===== src/rtl/rf_pkg.sv =====
// ============================================================================
// rf_pkg : shared constants and types for the scoreboarded register file
// Revision: 1.0
// ============================================================================
`default_nettype none

package rf_pkg;
    localparam int XLEN_DEF  = 32;
    localparam int NREGS_DEF = 32;

    typedef logic [$clog2(NREGS_DEF)-1:0] reg_addr_t;

    localparam reg_addr_t REG_ZERO = '0;
endpackage

`default_nettype wire


===== src/rtl/regfile_sb_bits.sv =====
// ============================================================================
// regfile_sb_bits : per-register busy scoreboard, set wins over clear
// Revision: 1.0
// ============================================================================
`default_nettype none

module regfile_sb_bits
    import rf_pkg::*;
#(
    parameter int NREGS = NREGS_DEF,
    parameter int AW    = $clog2(NREGS)
) (
    input  logic             clk,
    input  logic             rst,
    input  logic             set_i,
    input  logic [AW-1:0]    set_addr_i,
    input  logic             clr_i,
    input  logic [AW-1:0]    clr_addr_i,
    output logic [NREGS-1:0] busy_o
);

    logic [NREGS-1:0] busy_q;
    logic [NREGS-1:0] busy_d;

    // Clear first so a same-cycle set (a newer producer) overrides it.
    always_comb begin
        busy_d = busy_q;
        if (clr_i && (clr_addr_i != '0)) begin
            busy_d[clr_addr_i] = 1'b0;
        end
        if (set_i && (set_addr_i != '0)) begin
            busy_d[set_addr_i] = 1'b1;
        end
        busy_d[0] = 1'b0;
    end

    always_ff @(posedge clk) begin
        if (!rst) begin
            busy_q <= '0;
        end else begin
            busy_q <= busy_d;
        end
    end

    assign busy_o = busy_q;

endmodule

`default_nettype wire


===== src/rtl/regfile_mp_sb.sv =====
// ============================================================================
// regfile_mp_sb : multi-port register file with bypass and busy scoreboard
// Revision: 1.0
// ============================================================================
`default_nettype none

module regfile_mp_sb
    import rf_pkg::*;
#(
    parameter int XLEN   = XLEN_DEF,
    parameter int NREGS  = NREGS_DEF,
    parameter int AW     = $clog2(NREGS),
    parameter int NRD    = 2,
    parameter int BYPASS = 1,
    parameter int RD_REG = 0
) (
    input  logic                clk,
    input  logic                rst,
    input  logic                we,
    input  logic [AW-1:0]       waddr,
    input  logic [XLEN-1:0]     wdata,
    input  logic [NRD*AW-1:0]   raddr,
    output logic [NRD*XLEN-1:0] rdata,
    output logic [NRD-1:0]      rbusy,
    input  logic                sb_set,
    input  logic [AW-1:0]       sb_addr,
    output logic                any_busy
);

    logic [XLEN-1:0]  regs_q [NREGS];
    logic [NREGS-1:0] busy;
    logic             wr_en;
    logic             set_same;

    assign wr_en    = we && (waddr != '0);
    assign set_same = sb_set && (sb_addr == waddr);

    always_ff @(posedge clk) begin
        if (!rst) begin
            for (int i = 0; i < NREGS; i++) begin
                regs_q[i] <= '0;
            end
        end else if (wr_en) begin
            regs_q[waddr] <= wdata;
        end
    end

    regfile_sb_bits #(
        .NREGS (NREGS),
        .AW    (AW)
    ) u_sb (
        .clk        (clk),
        .rst        (rst),
        .set_i      (sb_set),
        .set_addr_i (sb_addr),
        .clr_i      (wr_en),
        .clr_addr_i (waddr),
        .busy_o     (busy)
    );

    genvar k;
    generate
        for (k = 0; k < NRD; k++) begin : g_rd
            logic [AW-1:0]   ra;
            logic            hit;
            logic [XLEN-1:0] sel;

            assign ra  = raddr[k*AW +: AW];
            assign hit = (BYPASS != 0) && wr_en && (waddr == ra);
            assign sel = hit ? wdata : regs_q[ra];

            // A register being written this cycle is no longer pending, unless re-issued now.
            assign rbusy[k] = rst && busy[ra]
                              && !((BYPASS != 0) && we && (waddr == ra) && !set_same);

            if (RD_REG != 0) begin : g_rd_reg
                logic [XLEN-1:0] rd_q;
                always_ff @(posedge clk) begin
                    if (!rst) begin
                        rd_q <= '0;
                    end else begin
                        rd_q <= sel;
                    end
                end
                assign rdata[k*XLEN +: XLEN] = rst ? rd_q : '0;
            end else begin : g_rd_comb
                assign rdata[k*XLEN +: XLEN] = rst ? sel : '0;
            end
        end
    endgenerate

    assign any_busy = |rbusy;

endmodule

`default_nettype wire


===== config.mk =====
export PLATFORM = sky130hd
export DESIGN_NAME = regfile_mp_sb
export DESIGN_NICKNAME = d
export VERILOG_FILES = /design/src/rtl/rf_pkg.sv /design/src/rtl/regfile_sb_bits.sv /design/src/rtl/regfile_mp_sb.sv
export SDC_FILE = /design/constraint.sdc
export NUM_CORES = 2
export LEC_CHECK = 0
export CAP_MARGIN = 20
export CORE_MARGIN = 2
export CORE_UTILIZATION = 29
export CTS_CLUSTER_DIAMETER = 200
export DETAILED_ROUTE_END_ITERATION = 12
export SLEW_MARGIN = 20
export SYNTH_ARGS = -nofsm -noshare
export SYNTH_HDL_FRONTEND = slang
export SYNTH_SLANG_ARGS = --single-unit

===== constraint.sdc =====
create_clock -name clk -period 5.4 [get_ports clk]
set_input_delay 1.08 -clock clk [delete_from_list [all_inputs] [get_ports clk]]
set_output_delay 1.08 -clock clk [all_outputs]
set_load 0.1 [all_outputs]

==> out/results.ini <==
[outcome]
status = finished clean

[logic_synthesis]
synth_adder_area_share_pct = 0
synth_edf_count = 1024
synth_seq_area_share_pct = 54.7
muxShareOfSynthArea_pct = 21.1
synth_warnings = 0
ys_ff_latch = 1055
synth_cell_type_count = 64
synthCells = 4004
synth_area_um2 = 57400
ys.flop_type = edfxtp_1
synth-compound-area-share_pct = 6.87
async_reset_ff_share_pct = 0
synth_xor_area_share_pct = 0.229
synth_top_family_by_area = multiplexers
syn_area_per_cell_um2 = 14.3
synth-simple-area-share_pct = 13.0

[worst_setup_path]
cp_cell_sequence = clkdlybuf4s50_1 -> or2_2 -> nor2_4 -> buf_4 -> o311ai_4 -> inv_1 -> a221o_1 -> buf_12
crit_arrival_ns = 4.21
worstSetupStartpointType = primary input
required_ns = 4.32
crit_buf_inv = 4
crit_path_end_kind = primary output
path_class = primary input to primary output
crit_slowest_cell = clkdlybuf4s50_1
crit_fanout = 12
cp_top_family = buffers and inverters
critPathMaxStageDelay_ns = 0.78

[cts]
clk-insertion-delay-late_ns = 0.74
clkTransAtPathRegs_ns = 0.07
htree_levels = 3
cts_setup_buffers = 0
clk_path_buf_depth = 3
cts_buffers = 109
cts_hold_buf = 0
cts_resized = 0
cts_tree = done
cts.sinks = 1055
cts-root-buf = clkbuf_16

[final_layout]
final_area_um2 = 67500
layout_commonest_cell = and2_1
layout_common_cells = and2_1 (1039), edfxtp_1 (1024), mux4_2 (426)
drive_above_1_share_pct = 24.8
nets = 4208
num-fill-cells = 18900
area_growth_pct = 17.6

[floorplan]
die_area_um2 = 201000
rows = 163
core_um2 = 197000
num_io_pins = 123
die_w_um = 449
initial_core_util_pct = 29.1
die_h_um = 449

[sta]
slew_violations = 0
hold_viol_final = 0
rsz0062_at_grt = no
worst_pin_slew_ns = 1.09
relSlewSlack_pct = 27.3
skew_ns = 0
final.setup.tns_ns = 0
fmax_mhz = 189
fin_crit_sh_pct = 98.0
setup_viol = 0
layout_min_cycle_time_ns = 5.29

[pwr]
leakage_nw = 23.2
ir_worst_vdd_uv = 237
power_density_nw_per_um2 = 305

[detailed_routing]
avgRoutedWirePerCell_um = 32.6
ant_nets = 0
vias_per_cell = 5.73
vias = 39500
drc = 0
drtPass1Iterations = 6
first_iter_violations = 6287
routed_wl_um = 225000

[place]
io_buffers = 122
dpl.hpwl_um = 139000
placed_cell_area_um2 = 64100
place_congestion = 0.916

[hold_path]
hp-class = register to register

[global_route]
grt_pass1_vias = 39000
grt_usage_pct = 21.7
grt_overflow = 0
grt_start_max_net_pins = 74
grt_pass1_wl_um = 310000
antenna_found_initial = 30

[flow_run]
cap_viol_max_count = 0

## final timing paths
check                           depth (start not counted)                   endpoint                      start  slack (ns)
worst min-delay path                                    2  u_sb.busy_o[1]$_SDFF_PN0_  u_sb.busy_o[1]$_SDFF_PN0_        0.49
worst max register to register                          2  u_sb.busy_o[4]$_SDFF_PN0_  u_sb.busy_o[4]$_SDFF_PN0_        4.72
worst min register to register                          2  u_sb.busy_o[1]$_SDFF_PN0_  u_sb.busy_o[1]$_SDFF_PN0_        0.49
worst max-delay path                                    8                  rdata[18]                   waddr[0]        0.11
## cell type report
class | instances | area (µm²) | area share, %
Antenna cell | 10 | 25.0 | 0.0371
Clock buffer | 130 | 2850 | 4.22
Clock inverter | 69 | 562 | 0.833
Inverter | 47 | 176 | 0.261
Multi-Input combinational cell | 2516 | 24400 | 36.2
Sequential cell | 1055 | 31400 | 46.5
Tap cell | 2640 | 3300 | 4.90
Timing Repair Buffer | 423 | 4740 | 7.03
## report_power, final
| group | switching (mW) | internal [mW] |
|---|---|---|
| clock network | 3.41 | 4.13 |
| registers | 0.228 | 9.43 |
| logic | 2.09 | 1.27 |
| total | 5.72 | 14.8 |
## flip-flops by register name (all words and copies together), names as in the netlist
name and flops:
u_sb.busy_o 31, regs_q 1024
## metal layers
layer  global-route usage, %  routed length (µm)  vias up
met5                   0.284                  83        -
met3                    5.28               25900      540
met1                    28.3               83700    20500
met2                    33.5              101000     2785
met4                    11.3               13900        2
li1                        -                   -    15700
## synth_stat cells (all sizes together), types with 8 or more instances
master     n  area, µm²
a221o     74        741
o22ai     51        319
a21oi    112        561
a211oi    25        188
mux2i    249       2490
clkbuf   258        970
o21ai     90        450
a221oi    79        698
nor3      15       80.1
o21bai    27        203
and2    1041       6510
buf      159       1190
nand2     51        191
dfxtp     31        621
nor2b     27        169
a22oi     64        480
nor2      48        195
inv       47        176
edfxtp  1024      30700
mux4     426       9590
nand3     23        115
xnor2     11       96.3
and3       8       50.1
## cells by family (layout without fill, tap and decap cells)
| group | after synthesis | count (layout) |
|---|---|---|
| DFF | 1055 | 1055 |
| and+or+nand+nor | 1237 | 1237 |
| AOI/OAI and AO/OA | 555 | 555 |
| muxes | 677 | 677 |
| xor gates and xnor gates | 15 | 15 |
| buffers and inverters | 464 | 669 |
| other | 1 | 42 |
## per-stage QoR
step / total power, mW / hold slack, ns / worst slack, ns / std cells / utilization (%)
floorplan: 11.7 / 0.442 / 0.0445 / 4035 / -
global placement: 13.1 / 0.461 / 0.171 / 6681 / 32.5
detailed placement: 13.1 / 0.473 / 0.165 / 6681 / 32.5
CTS: 20.5 / 0.483 / 0.157 / 6880 / 34.2
global route: 21.0 / 0.499 / 0.0867 / 6882 / 34.2
finish: 20.5 / 0.486 / 0.109 / 6890 / 34.3
## tightest hold or removal path, delay by kind of cell (launching register included)
kind	cells	cell delay, ns
buffers and inverters	1	0.06
flip-flops	1	0.33
AO/OA/AOI/OAI	1	0.05
No activity file was read; power rests on OpenSTA's default activity.
